### config.mk
export PLATFORM = sky130hd
export DESIGN_NAME = tt_sweep_ctrl
export DESIGN_NICKNAME = d
export VERILOG_FILES = /design/src/rtl/tt_pkg.sv /design/src/rtl/tt_sample_vote.sv /design/src/rtl/tt_sweep_ctrl.sv
export SDC_FILE = /design/constraint.sdc
export NUM_CORES = 1
export LEC_CHECK = 0
export CORE_ASPECT_RATIO = 1.75
export CORE_MARGIN = 2
export CORE_UTILIZATION = 45
export DETAILED_ROUTE_END_ITERATION = 12
export PLACE_DENSITY = 0.7
export RECOVER_POWER = 100
export SLEW_MARGIN = 20
export SYNTH_ARGS = -nofsm -noshare
export SYNTH_HDL_FRONTEND = slang
export SYNTH_SLANG_ARGS = --single-unit
### constraint.sdc
create_clock -name clk -period 1.8 [get_ports clk]
set_clock_uncertainty 0.15 [all_clocks]
set_input_delay 0.18 -clock clk [delete_from_list [all_inputs] [get_ports clk]]
set_output_delay 0.18 -clock clk [all_outputs]
set_load 0.1 [all_outputs]
### src/rtl/tt_pkg.sv
// Shared types and helpers for the truth-table sweep controller and
// the gate-characterisation conventions it shares.
package tt_pkg;

  typedef enum logic [1:0] {
    IDLE,
    SETTLE,
    SAMPLE,
    DONE
  } tt_state_e;

  localparam int TT_ROWS = 8;

  // Row 3'b000 lives in the table MSB, row 3'b111 in the LSB.
  function automatic logic [2:0] tt_bit_idx(input logic [2:0] row);
    return 3'd7 - row;
  endfunction

endpackage

### src/rtl/tt_sample_vote.sv
// Majority voter: counts ones on din while en is high, vote reflects the
// majority including the din value present at the current edge.
module tt_sample_vote #(
  parameter int SAMPLES = 3
) (
  input  logic clk,
  input  logic rst,
  input  logic clear,
  input  logic en,
  input  logic din,
  output logic vote
);

  logic [2:0] ones;
  logic [3:0] total;

  // NOTE: sequential state uses <= so every flop samples pre-edge values.
  always_ff @(posedge clk) begin
    if (rst || clear) begin
      ones <= '0;
    end else if (en && din) begin
      ones <= ones + 3'd1;
    end
  end

  // The last sample is folded in here so the row bit lands on its own edge.
  assign total = {1'b0, ones} + {3'b000, din};
  assign vote  = total > 4'(SAMPLES / 2);

endmodule

### src/rtl/tt_sweep_ctrl.sv
// Sweeps all eight rows of a 3-input gate, majority-samples its output per
// row and reports the measured table, mismatch mask and pass/fail.
module tt_sweep_ctrl
  import tt_pkg::*;
#(
  parameter logic [7:0] TRUTH_TABLE   = 8'h9B,
  parameter int         SETTLE_CYCLES = 4,
  parameter int         SAMPLES       = 3
) (
  input  logic       clk,
  input  logic       rst,
  input  logic       start,
  output logic       busy,
  output logic       done,
  output logic       in1,
  output logic       in2,
  output logic       in3,
  input  logic       dut_out,
  output logic [7:0] measured,
  output logic [7:0] mismatch,
  output logic       pass
);

  localparam logic [7:0] SETTLE_LAST = 8'(SETTLE_CYCLES - 1);
  localparam logic [2:0] SAMPLE_LAST = 3'(SAMPLES - 1);
  localparam logic [2:0] ROW_LAST    = 3'(TT_ROWS - 1);

  tt_state_e  state, state_next;
  logic [7:0] settle_cnt;
  logic [2:0] sample_cnt;
  logic [2:0] row;
  logic       vote;
  logic       row_done;
  logic [7:0] meas_next;

  tt_sample_vote #(
    .SAMPLES(SAMPLES)
  ) u_vote (
    .clk  (clk),
    .rst  (rst),
    .clear(state != SAMPLE),
    .en   (state == SAMPLE),
    .din  (dut_out),
    .vote (vote)
  );

  // NOTE: defaults first keep this block latch-free on every path.
  always_comb begin
    state_next = state;
    row_done   = 1'b0;
    meas_next  = measured;
    case (state)
      IDLE:   if (start) state_next = SETTLE;
      SETTLE: if (settle_cnt == SETTLE_LAST) state_next = SAMPLE;
      SAMPLE: begin
        if (sample_cnt == SAMPLE_LAST) begin
          row_done   = 1'b1;
          state_next = (row == ROW_LAST) ? DONE : SETTLE;
          meas_next[tt_bit_idx(row)] = vote;
        end
      end
      DONE:    state_next = IDLE;
      default: state_next = IDLE;
    endcase
  end

  always_ff @(posedge clk) begin
    if (rst) begin
      state      <= IDLE;
      settle_cnt <= '0;
      sample_cnt <= '0;
      row        <= '0;
      measured   <= '0;
      mismatch   <= '0;
      pass       <= 1'b0;
    end else begin
      state      <= state_next;
      settle_cnt <= (state == SETTLE && state_next == SETTLE) ? settle_cnt + 8'd1 : '0;
      sample_cnt <= (state == SAMPLE && state_next == SAMPLE) ? sample_cnt + 3'd1 : '0;
      if (state == IDLE && start) begin
        row      <= '0;
        measured <= '0;
      end else if (row_done) begin
        measured <= meas_next;
        // Verdict is registered on the DONE-entry edge so it is valid with done.
        if (row == ROW_LAST) begin
          mismatch <= meas_next ^ TRUTH_TABLE;
          pass     <= (meas_next == TRUTH_TABLE);
        end else begin
          row <= row + 3'd1;
        end
      end
    end
  end

  assign busy          = (state != IDLE);
  assign done          = (state == DONE);
  assign {in1, in2, in3} = row;

endmodule

==> summary.txt <==
Cell area after layout: 2040 µm²
Number of flops mapped to enable cells by yosys: 0
CTS buffer count: 5
Max Cap Viol: 0
Worst slew pin tran: 0.551 ns
Initial core utilization: 47.5%
CP startpoint kind: flop
Iter 0 DRT Violations: 27
Antenna diodes: 0
Routed vias: 1342
Worst Hold Slack: 0.189 ns
Sink Count: 36
Clk pin slew, worst setup/hold paths: 0.07 ns
Die X: 49.3 µm
VDD IR max: 0.000615 V
Warnings from Yosys: 0
Mapped Cells: 170
CTS H-tree depth: 2
# nets final: 218
Filler cell count: 316
Placed wire-length estimate: 2.69 mm
CP Capture Type: flop
Die ar.: 4100 µm²
Final GP Congestion: 0.740
CP arrival: 1.81 ns
Top Ports: 26
Final Hold Fails: 0
Leakage: 0.822 nW
Slowest-stage cell, CP: or4b_4
Crit Path Max Fanout: 8
Number of synthesized register bits: 36
Tot GR Track Use: 19.5%
Initial antenna violation count: 0
Via/cell ratio: 5.35
Max stage delay on crit path: 0.55 ns
Syn_nets: 182
Syn-to-layout area delta: 26.5%
Max-slew headroom: 63.5%
Pwr dens: 718 nW/µm²
Clk buf depth: 2
F_max: 572 MHz
DR WL/cell: 14.7 µm
Vias in the first global route: 1409
Synth async-reset ratio: 0%
Largest net degree at the start of global routing: 15
Routed Antenna Nets: 0
Global route total overflow: 0
Mapped Area: 1610 µm²
Register area share after synthesis: 44.7%
Final setup fails: 0
Most used flip-flop cell after synthesis: dfxtp_1
Root buffer cell: clkbuf_8
Placed Instance Area: 2180 µm²
Core outline area: 3400 µm²
Synth cell types: 41
Avg Cell Area, Syn: 9.49 µm²
Share of cells above drive strength 1: 32.0%
DRC: 0
Critical-path cell list: ha_1, or2b_2, nor3_2, or4b_4, nor2_2
Worst skew pair latency: 0.28 ns
Final wirelength: 3.68 mm
Final period utilization: 97.1%
Die height: 83.2 µm
TritonRoute pass-1 iters: 4
Status: finished, final reports clean
CP required: 1.87 ns
Port Buf Inserts: 25
HP Class: in -> reg
Worst setup path class: reg -> reg
Final Critical Period: 1.75 ns
Row count: 28
R2R Setup Slk: 0.05 ns
CTS tree: done
First-pass GRT wire length: 6.11 mm
Final-report max-slew violation count: 0
-- cell usage after synthesis, types with 3 or more instances --
library cell,number,area share [%]
inv_1,4,0.93
buf_6,4,2.8
xor2_1,4,2.2
nand3_1,5,1.6
a211oi_2,5,3.9
nor2b_1,3,1.2
xnor2_1,4,2.2
mux2i_1,4,2.5
nor3_1,3,0.93
dfxtp_1,36,45
a21oi_1,14,4.3
ha_1,8,6.2
nand2b_1,5,1.9
nor2_1,25,5.8
nand2_1,12,2.8
a311oi_1,6,3.3
-- metal layers --
| layer | global-route usage (%) | wire [µm] |
|---|---|---|
| met5 | 0 | 0 |
| met4 | 13.5 | 172 |
| met3 | 4.86 | 107 |
| met2 | 35.0 | 2060 |
| met1 | 18.5 | 1340 |
-- kinds of logic (layout without fill, tap and decap cells) --
group / Yosys count / in the layout / synth area share (%)
simple gates: 71 / 71 / 23.5
flops: 36 / 36 / 44.7
compound gates: 31 / 31 / 14.0
buf+inv: 12 / 48 / 4.73
fa+ha+maj: 8 / 8 / 6.21
xor+xnor: 8 / 8 / 4.34
mux: 4 / 4 / 2.48
-- per-stage QoR --
step / power, mW / utilization, % / setup WS (ns) / TNS (ns) / instances
floorplan: 0.855 / - / 0.00633 / 0 / 170
global placement: 0.880 / 64.0 / -0.212 / -1.64 / 243
detailed placement: 0.883 / 64.0 / -0.284 / -2.65 / 243
CTS: 1.48 / 67.0 / 0.000884 / 0 / 250
global route: 1.53 / 60.0 / -0.000196 / -0.000196 / 251
finish: 1.46 / 60.0 / 0.0523 / 0 / 251
-- state kept, by name, summed over array words and instances, names as in the netlist --
register and cells:
mismatch 8, pass 1, sample_cnt 3, settle_cnt 8
row 3, u_vote.ones 3, measured 8, state 2
-- area by class of cell --
class | instances | area (µm²) | area share [%]
Clock buffer | 7 | 96.3 | 4.72
Multi-Input combinational cell | 122 | 851 | 41.7
Timing Repair Buffer | 37 | 290 | 14.2
Sequential cell | 36 | 731 | 35.8
Inverter | 4 | 15.0 | 0.736
Tap cell | 45 | 56.3 | 2.76
-- critical path, delay by kind of cell (launching register included) --
kind / cells / cell delay (ns)
simple gates: 4 / 0.94
fa+ha+maj: 1 / 0.24
flops: 1 / 0.33
-- report_power, final --
part / internal [mW] / switching [mW] / leakage [nW]
sequential: 0.797 / 0.00268 / 0.293
combinational: 0.0267 / 0.0392 / 0.478
clock: 0.340 / 0.258 / 0.0503
-- timing repair --
item | CTS | global route
endpoints found under the setup margin | 11 | 22
setup buffers | 0 | 1
hold buffers | 0 | 0
resized for setup | 2 | 11
pin swaps | 0 | 3
-- worst paths after layout --
check | start | to | depth (start not counted)
worst min-delay path | dut_out | u_vote.ones[0] | 4
worst max-delay path | settle_cnt[0] | settle_cnt[7] | 5
worst max register to register | settle_cnt[0] | settle_cnt[7] | 5
worst min register to register | mismatch[6] | mismatch[6] | 2
-- placed cells by master, fill, tap and decap left out, types with 2 or more instances in the layout --
cell | Yosys | layout
ha_1 | 8 | 5
nand3_1 | 5 | 5
clkbuf_2 | 0 | 19
nand2_1 | 12 | 12
a211oi_2 | 5 | 5
nor2b_1 | 3 | 2
inv_1 | 4 | 4
ha_2 | 0 | 3
buf_12 | 0 | 4
nand2b_1 | 5 | 5
nor2_1 | 25 | 24
a21oi_1 | 14 | 12
clkbuf_8 | 0 | 7
or2_2 | 2 | 2
mux2i_1 | 4 | 4
dfxtp_4 | 0 | 2
dfxtp_1 | 36 | 32
xor2_1 | 4 | 4
nor3_1 | 3 | 3
dfxtp_2 | 0 | 2
buf_4 | 0 | 11
xnor2_1 | 4 | 4
a21oi_2 | 0 | 2
a311oi_1 | 6 | 5
No activity file was read; power rests on OpenSTA's default activity.
